File: config.mk
export PLATFORM = sky130hd
export DESIGN_NAME = speed_tick_ctrl
export DESIGN_NICKNAME = d
export VERILOG_FILES = /design/src/rtl/speed_ctrl_pkg.sv /design/src/rtl/sw_debounce.sv /design/src/rtl/speed_tick_ctrl.sv
export SDC_FILE = /design/constraint.sdc
export NUM_CORES = 1
export LEC_CHECK = 0
export CORE_MARGIN = 2
export CORE_UTILIZATION = 65
export CTS_CLUSTER_DIAMETER = 100
export DETAILED_ROUTE_END_ITERATION = 7
export PLACE_DENSITY = 0.84
export SLEW_MARGIN = 20
export SYNTH_ARGS = -nofsm -noshare
export SYNTH_HDL_FRONTEND = slang
export SYNTH_SLANG_ARGS = --single-unit
File: constraint.sdc
create_clock -name clk_100mhz -period 5 [get_ports clk_100mhz]
set_input_delay 0.75 -clock clk_100mhz [delete_from_list [all_inputs] [get_ports clk_100mhz]]
set_output_delay 0.75 -clock clk_100mhz [all_outputs]
set_load 0.1 [all_outputs]
File: src/rtl/speed_ctrl_pkg.sv
// Shared constants, debounce FSM encoding and the divide-ratio helper for speed_tick_ctrl.
package speed_ctrl_pkg;

  // Mode value that freezes the prescaler and counter.
  localparam int unsigned MODE_STOP = 0;

  typedef enum logic {
    StStable = 1'b0,
    StSettle = 1'b1
  } deb_state_e;

  // log2 of the tick period R(m) for mode m. Mode 1 is the slowest and the top mode runs every
  // cycle. The value returned for mode 0 has no meaning because that mode never ticks.
  function automatic int unsigned log2_ratio(input int unsigned mode,
                                             input int unsigned mode_w,
                                             input int unsigned div_shift);
    return div_shift * (((32'd1 << mode_w) - 32'd1) - mode);
  endfunction

endpackage

File: src/rtl/sw_debounce.sv
// Two-flop synchronizer followed by a settle-count debouncer for a bus of switches.
module sw_debounce
  import speed_ctrl_pkg::*;
#(
  parameter int unsigned WIDTH   = 2,
  parameter int unsigned DEB_CYC = 1000000
) (
  input  logic             i_clk,
  input  logic             i_rst,
  input  logic [WIDTH-1:0] i_sw,
  output logic [WIDTH-1:0] o_accepted
);

  localparam int unsigned SET_W = $clog2(DEB_CYC + 1);

  logic [WIDTH-1:0] r_sync1;
  logic [WIDTH-1:0] r_sync2;
  logic [WIDTH-1:0] r_cand;
  logic [WIDTH-1:0] r_accepted;
  logic [SET_W-1:0] r_cnt;
  deb_state_e       r_state;

  logic [WIDTH-1:0] w_cand_d;
  logic [WIDTH-1:0] w_accepted_d;
  logic [SET_W-1:0] w_cnt_d;
  deb_state_e       w_state_d;

  // Synchronize the raw switches into the clock domain before anything looks at them.
  always_ff @(posedge i_clk or posedge i_rst) begin
    if (i_rst) begin
      r_sync1 <= '0;
      r_sync2 <= '0;
    end else begin
      r_sync1 <= i_sw;
      r_sync2 <= r_sync1;
    end
  end

  // Debounce next-state: any change restarts the settle window; the cycle that loads the
  // candidate already counts as its first stable cycle, so r_cnt holds (stable cycles - 1).
  always_comb begin
    w_state_d    = r_state;
    w_cand_d     = r_cand;
    w_cnt_d      = r_cnt;
    w_accepted_d = r_accepted;
    if (r_sync2 != r_cand) begin
      w_cand_d  = r_sync2;
      w_cnt_d   = '0;
      w_state_d = StSettle;
    end else if (r_state == StSettle) begin
      if (32'(r_cnt) + 32'd2 >= DEB_CYC) begin
        w_accepted_d = r_cand;
        w_cnt_d      = '0;
        w_state_d    = StStable;
      end else begin
        w_cnt_d = r_cnt + SET_W'(1);
      end
    end
  end

  // Debounce FSM state register.
  always_ff @(posedge i_clk or posedge i_rst) begin
    if (i_rst) begin
      r_state    <= StStable;
      r_cand     <= '0;
      r_cnt      <= '0;
      r_accepted <= '0;
    end else begin
      r_state    <= w_state_d;
      r_cand     <= w_cand_d;
      r_cnt      <= w_cnt_d;
      r_accepted <= w_accepted_d;
    end
  end

  assign o_accepted = r_accepted;

endmodule

File: src/rtl/speed_tick_ctrl.sv
// Switch-selected tick generator driving a free-running LED counter.
module speed_tick_ctrl
  import speed_ctrl_pkg::*;
#(
  parameter int unsigned MODE_W    = 2,
  parameter int unsigned DIV_SHIFT = 2,
  parameter int unsigned CNT_W     = 27,
  parameter int unsigned LED_W     = 4,
  parameter int unsigned DEB_CYC   = 1000000
) (
  input  logic              clk_100mhz,
  input  logic              rst,
  input  logic [MODE_W-1:0] sw,
  input  logic              clr,
  output logic [LED_W-1:0]  led,
  output logic              tick,
  output logic [MODE_W-1:0] mode_o
);

  // Mode 1 has the longest period, so it sets the prescaler width.
  localparam int unsigned MAX_LOG = DIV_SHIFT * ((32'd1 << MODE_W) - 32'd2);
  localparam int unsigned PRE_W   = (MAX_LOG > 0) ? MAX_LOG : 1;
  localparam logic [MODE_W-1:0] MODE_STOP_W = MODE_W'(MODE_STOP);

  logic [PRE_W-1:0]  r_presc;
  logic [MODE_W-1:0] r_mode;
  logic              r_tick;
  logic [CNT_W-1:0]  r_cnt;

  logic [MODE_W-1:0] w_accepted;
  logic [PRE_W-1:0]  w_presc_max;
  logic              w_last;
  logic              w_commit;
  logic [PRE_W-1:0]  w_presc_d;
  logic [MODE_W-1:0] w_mode_d;
  logic [CNT_W-1:0]  w_cnt_d;

  sw_debounce #(
    .WIDTH  (MODE_W),
    .DEB_CYC(DEB_CYC)
  ) u_sw_debounce (
    .i_clk     (clk_100mhz),
    .i_rst     (rst),
    .i_sw      (sw),
    .o_accepted(w_accepted)
  );

  // Terminal prescaler value R-1 for the active mode.
  always_comb begin
    w_presc_max = '0;
    if (r_mode != MODE_STOP_W) begin
      w_presc_max = PRE_W'((32'd1 << log2_ratio(32'(r_mode), MODE_W, DIV_SHIFT)) - 32'd1);
    end
  end

  // Mode changes land only at the end of a full period (or at once when stopped), so the
  // first period of the new mode always starts from a cleared prescaler.
  assign w_last   = (r_mode != MODE_STOP_W) && (r_presc == w_presc_max);
  assign w_commit = (w_accepted != r_mode) && (w_last || (r_mode == MODE_STOP_W));

  // Prescaler, mode and counter next-state; clr only touches the counter.
  always_comb begin
    w_presc_d = r_presc;
    w_mode_d  = r_mode;
    w_cnt_d   = r_cnt;
    if (w_commit) begin
      w_presc_d = '0;
      w_mode_d  = w_accepted;
    end else if (w_last) begin
      w_presc_d = '0;
    end else if (r_mode != MODE_STOP_W) begin
      w_presc_d = r_presc + PRE_W'(1);
    end
    if (clr) begin
      w_cnt_d = '0;
    end else if (w_last) begin
      w_cnt_d = r_cnt + CNT_W'(1);
    end
  end

  // Prescaler, mode, tick and counter registers.
  always_ff @(posedge clk_100mhz or posedge rst) begin
    if (rst) begin
      r_presc <= '0;
      r_mode  <= '0;
      r_tick  <= 1'b0;
      r_cnt   <= '0;
    end else begin
      r_presc <= w_presc_d;
      r_mode  <= w_mode_d;
      r_tick  <= w_last;
      r_cnt   <= w_cnt_d;
    end
  end

  assign led    = r_cnt[CNT_W-1 -: LED_W];
  assign tick   = r_tick;
  assign mode_o = r_mode;

endmodule
# --- After elaboration in Yosys (flattened, before gate mapping) ---
# Cells that the tools add are included.
op_classes:
  add_sub_neg: 6
  magnitude_cmp: 1
  eq_ne: 3
  shift: 1
  muxes: 12
  bitwise_logic: 1
  n_reduce_logical: 9
op_table:
  columns: ["operator", "n"]
  rows:
  - ["two-way mux 20 bit", 3]
  - ["two-way mux 27 bit", 2]
  - ["greater-or-equal comparator 32 x 20 -> 1 bit, second input constant", 1]
  - ["<< shifter 1 x 32 -> 4 bit, first input constant", 1]
  - ["adder 27 x 1 -> 27 bit, second input constant", 1]
  - ["adder 20 x 2 -> 21 bit, second input constant", 1]
  - ["adder 20 x 1 -> 20 bit, second input constant", 1]
  - ["two-way mux 4 bit", 4]
  - ["nonzero test 2 bit", 3]
  - ["adder 4 x 1 -> 4 bit, second input constant", 1]
  - ["equality test 4 bit", 1]
  - ["inequality test 2 bit", 2]
  - ["subtractor 4 x 1 -> 4 bit, second input constant", 1]
  - ["two-way mux 1 bit", 3]
  - ["AND reduction 3 bit", 1]
  - ["nonzero test 3 bit", 1]
  - ["subtractor 2 x 2 -> 3 bit, first input constant", 1]
  - ["logical AND 1 bit", 2]
  - ["logical NOT 2 bit", 1]
  - ["logical OR 1 bit", 1]
  - ["inverter 1 bit", 1]
word_totals:
  ff_bits: 63
  input_bits: 5
  output_inout_bits: 7
  word_cells: 43

# --- Logic depth before layout (Yosys ltp) ---
depth:
  word_depth: 9
  depth_mapped: 11
  depth_no_buf: 10

# --- Cells and area by module ---
# From an unflattened synthesis, not the netlist that was laid out.
hier_totals:
  cells_unflattened: 404
  hier_area_um2: 3641.0
modules_own_cells:
  columns: ["mod", "n_inst", "cells_each", "area_each_um2", "seq_area_each_um2"]
  rows:
  - ["sw_debounce", 1, 216, 1875.5, 725.7]
  - ["speed_tick_ctrl", 1, 188, 1765.4, 850.8]

# --- Least setup slack after synthesis ---
# Ideal clock, no wire load.
synth_timing:
  kind: "reg2reg"
  from: "register r_mode[1] (netlist: mode_o[1])"
  to: "register r_cnt[22]"
  setup_ps: 78
  arrival_time_ps: 3385
  required_time_ps: 4922
  path_slack_ps: 1537
  stages_incl_launch_ff: 11
  n_path_buf: 1
  period_less_slack_ps: 3463
  cell_sequence: "dfrtp_1 > inv_1 > ha_1 > or3_4 > a2111oi_4 > nand3_1 > or2_1 > buf_2 > nand2b_4 > or3_1 > a21oi_1"
synth_between:
  elab_chain_cells: 7
  word_cells_on_any_way: 8
  classes_between: "add/sub: 2; eq/ne: 1; shift: 1; mux: 1; reduce/logical: 3"
synth_rtl:
  columns: ["item", "line", "rtl"]
  rows:
  - ["start, declared", "speed_tick_ctrl.sv:26", "logic [MODE_W-1:0] r_mode;"]
  - ["start signal, assigned", "speed_tick_ctrl.sv:90", "r_mode <= w_mode_d;"]
  - ["subtractor 2 x 2 -> 3 bit", "speed_ctrl_pkg.sv:17", "return div_shift * (((32'd1 << mode_w) - 32'd1) - mode);"]
  - ["<< shifter 1 x 32 -> 4 bit", "speed_tick_ctrl.sv:52", "w_presc_max = PRE_W'((32'd1 << log2_ratio(32'(r_mode), MODE_W, DIV_SHIFT)) - 32'd1);"]
  - ["subtractor 4 x 1 -> 4 bit", "speed_tick_ctrl.sv:52", null]
  - ["two-way mux 4 bit", "speed_tick_ctrl.sv:51", "if (r_mode != MODE_STOP_W) begin"]
  - ["equality test 4 bit", "speed_tick_ctrl.sv:58", "assign w_last = (r_mode != MODE_STOP_W) && (r_presc == w_presc_max);"]
  - ["logical AND 1 bit *", "speed_tick_ctrl.sv:58", null]
  - ["via w_last", "speed_tick_ctrl.sv:32", "logic w_last;"]
  - ["nonzero test 2 bit (no line) *", null, null]
  - ["end signal, assigned", "speed_tick_ctrl.sv:92", "r_cnt <= w_cnt_d;"]
  - ["end, declared", "speed_tick_ctrl.sv:28", "logic [CNT_W-1:0] r_cnt;"]
# The timed path passes the listed nets; every way through them passes the cells marked *.
# A chain may end at the register's enable or synchronous reset.

# --- Worst setup path after layout ---
layout_timing:
  from: "register r_mode[1] (netlist: mode_o[1])"
  to: "register r_cnt[25]"
# The elaborated chain is that of the path after synthesis.

==> results.json <==
{
  "seqCellArea_um2": 1577,
  "drive_above_1_share_pct": 7.360,
  "synth_most_common_cell": "dfrtp_1",
  "tns_ps": 0,
  "grt_pass1_vias": 2560,
  "die_x_um": 77.57,
  "syn_to_final_growth_pct": 6.828,
  "synthesis.area_um2": 3518,
  "synth_area_per_cell_um2": 8.975,
  "nNetsFinal": 401,
  "postSynthCellCount": 392,
  "finalWeightedCongestion": 0.9384,
  "grt_util_all_layers_pct": 24.66,
  "clockBufferDepth": 2,
  "pre_cts_ws_ps": 1606,
  "dieHeight_um": 77.57,
  "grt_pass1_wl_um": 11760,
  "rsz0062_at_grt": "false",
  "peakVddDrop_uv": 172.7,
  "critical_path.max_stage_delay_ps": 580,
  "placed_area_um2": 3590,
  "cts_setup_buffers": 0,
  "yosysTopAreaCell": "dfrtp_1",
  "grt_max_degree": 64,
  "leakagePower_nw": 1.617,
  "finalSetupViolCount": 0,
  "dp_hpwl_um": 4503,
  "die_area_um2": 6017,
  "hp-class": "flop to flop",
  "powerDensity_nw_per_um2": 255.1,
  "drc": 0,
  "tightest_slew_ps": 1116,
  "fin_ws_ps": 1926,
  "crit_family": "simple AND/OR/NAND/NOR gates",
  "hold_viol_final": 0,
  "syn_nets": 404,
  "yosys.area.top_type_share_pct": 44.81,
  "worst_setup_path_start_kind": "flop",
  "ys_warn_count": 0,
  "fmax_mhz": 325.3,
  "holdWs_ps": 344.3,
  "ys_top_cells_by_area": "dfrtp_1 45%, o21ai_0 4.8%, nor2_1 4.6%",
  "clock_sinks": 63,
  "coreArea_um2": 5172,
  "grt_overflow": 0,
  "arrival_ps": 3310,
  "fin_crit_ps": 3074,
  "cap_viol_max_count": 0,
  "rows": 26,
  "cts_tree": "built",
  "yosys-top-cells-count": "63 x dfrtp_1, 43 x nor2_1, 34 x o21ai_0",
  "diodes": 0,
  "io_buffers": 11,
  "path_class": "flop to flop",
  "period_share_pct": 61.48,
  "post_cts_resized": 0,
  "cp_data_required_time_ps": 5240,
  "synthArstFlopShare_pct": 100.0,
  "yosysSeqAreaShare_pct": 44.81,
  "cp_num_buf_inv": 1,
  "synth_edf_count": 0,
  "ys_types": 47,
  "num_vias": 2838,
  "post_drt_wl_per_cell_um": 14.63,
  "routed_wirelength_um": 6786,
  "multi_input_area_um2": 1760,
  "fill_cells": 370,
  "cts_hold_buf": 0,
  "status": "completed",
  "ys_seq_elements": 63,
  "path_clk_slew_ps": 70,
  "dr.pass1.iters": 4,
  "slew_violations": 0,
  "slew_headroom_pct": 25.03,
  "skew_ps": 7.278,
  "crit_path_end_kind": "flop",
  "cp_max_fo": 9,
  "clkLatencyLatePin_ps": 340,
  "slowest_stage": "a2111oi_4",
  "drt-initial-drc-count": 283,
  "cts_buffers": 9,
  "root_buffer": "clkbuf_8",
  "crit_chain": "inv_1, ha_1, or3_4, a2111oi_4, nand4_2, nor2_1, nand2_1, or3_1, a21oi_1",
  "antenna_found_initial": 0,
  "start_util_pct": 68.02,
  "io_pins": 12,
  "design_area_um2": 3759,
  "via_per_inst": 6.116,
  "antenna_left": 0,
  "synth_flop_cell": "dfrtp_1",
  "cts_max_level": 3
}
## worst reg2reg max path: cells and delay by family, from the launching register on
family | cells | cell delay (ps)
flops | 1 | 380
buf+inv | 1 | 80
simple gates | 5 | 1570
fa+ha+maj | 1 | 210
compound gates | 2 | 740
## worst paths after layout
path | startpoint | to | slack [ps] | depth (start not counted)
max reg2reg | mode_o[1]$_DFFE_PP0P_ | r_cnt[25]$_DFFE_PP0P_ | 1930 | 9
max in group asynchronous | rst | r_cnt[8]$_DFFE_PP0P_ | 3540 | 3
max | mode_o[1]$_DFFE_PP0P_ | r_cnt[25]$_DFFE_PP0P_ | 1930 | 9
min | u_sw_debounce.r_sync1[0]$_DFF_PP0_ | u_sw_debounce.r_sync2[0]$_DFF_PP0_ | 340 | 0
min reg2reg | u_sw_debounce.r_sync1[0]$_DFF_PP0_ | u_sw_debounce.r_sync2[0]$_DFF_PP0_ | 340 | 0
min in group asynchronous | rst | r_presc[3]$_DFFE_PP0P_ | 950 | 3
## layout by cell type, fill, tap and decap left out, drive strengths merged, types with 2 or more instances in the layout
cell type      Yosys  layout
clkinv             0       3
nand3             26      26
clkbuf            10      13
xnor2             13      13
xor2              16      16
nand4             13      13
and3               3       3
a21o              12      12
mux2               2       2
o21ai             34      34
or2                4       4
ha                 7       7
inv               13      13
or3               15      15
a21oi             11      11
nor2              43      43
a211o              7       7
dfrtp             63      63
nor3              18      18
clkdlybuf4s50      0      11
a31oi              2       2
nor2b              3       3
nand2             31      31
nor4              10      10
nand2b             3       3
nor3b              2       2
## final cells by class
| type | count | area share (%) |
|---|---|---|
| inverters | 13 | 1.298 |
| multi-input cells | 290 | 46.84 |
| well taps | 70 | 2.330 |
| clock inverters | 3 | 0.4993 |
| repair buffers | 12 | 3.129 |
| clock buffers | 13 | 3.961 |
| flip-flops and latches | 63 | 41.94 |
## report_power, final
part	internal (mW)	switching (mW)	leakage (nW)
Sequential	0.516	0.00811	0.859
Combinational	0.0130	0.0344	0.670
Clock	0.193	0.194	0.0874
Total	0.723	0.236	1.62
## sequential cells by signal, summed over array words and instances, names as in the netlist
register,count
mode_o,2
tick,1
u_sw_debounce.r_cand,2
r_presc,4
u_sw_debounce.r_cnt,20
u_sw_debounce.o_accepted,2
u_sw_debounce.r_state,1
r_cnt,27
u_sw_debounce.r_sync1,2
u_sw_debounce.r_sync2,2
## through the flow
step	util [%]	power, mW	std cells
after floorplan	-	0.5738	392
after global placement	69.40	0.5795	448
after detailed placement	69.40	0.5819	448
after CTS	72.64	0.9683	464
after global routing	72.67	1.001	464
final	72.67	0.9588	464
## layer usage
| metal | track usage [%] | part of all wire, % | up-vias |
|---|---|---|---|
| met5 | 0 | 0 | - |
| met4 | 9.107 | 1.3 | 0 |
| met3 | 5.930 | 5.1 | 11 |
| met2 | 37.57 | 46 | 76 |
| met1 | 34.56 | 47 | 1383 |
| li1 | - | - | 1368 |
## cell families (layout without fill, tap and decap cells)
group | count (synthesis) | in the layout | synth area share, %
flip-flops | 63 | 63 | 44.81
multiplexers | 3 | 3 | 0.9246
adder cells (fa/ha/maj) | 7 | 7 | 2.489
AND/OR/NAND/NOR | 174 | 174 | 25.11
XOR/XNOR | 29 | 29 | 7.219
buffers and inverters | 39 | 41 | 5.192
AO/OA/AOI/OAI | 77 | 77 | 14.26
(Power assumes the default switching activity.)
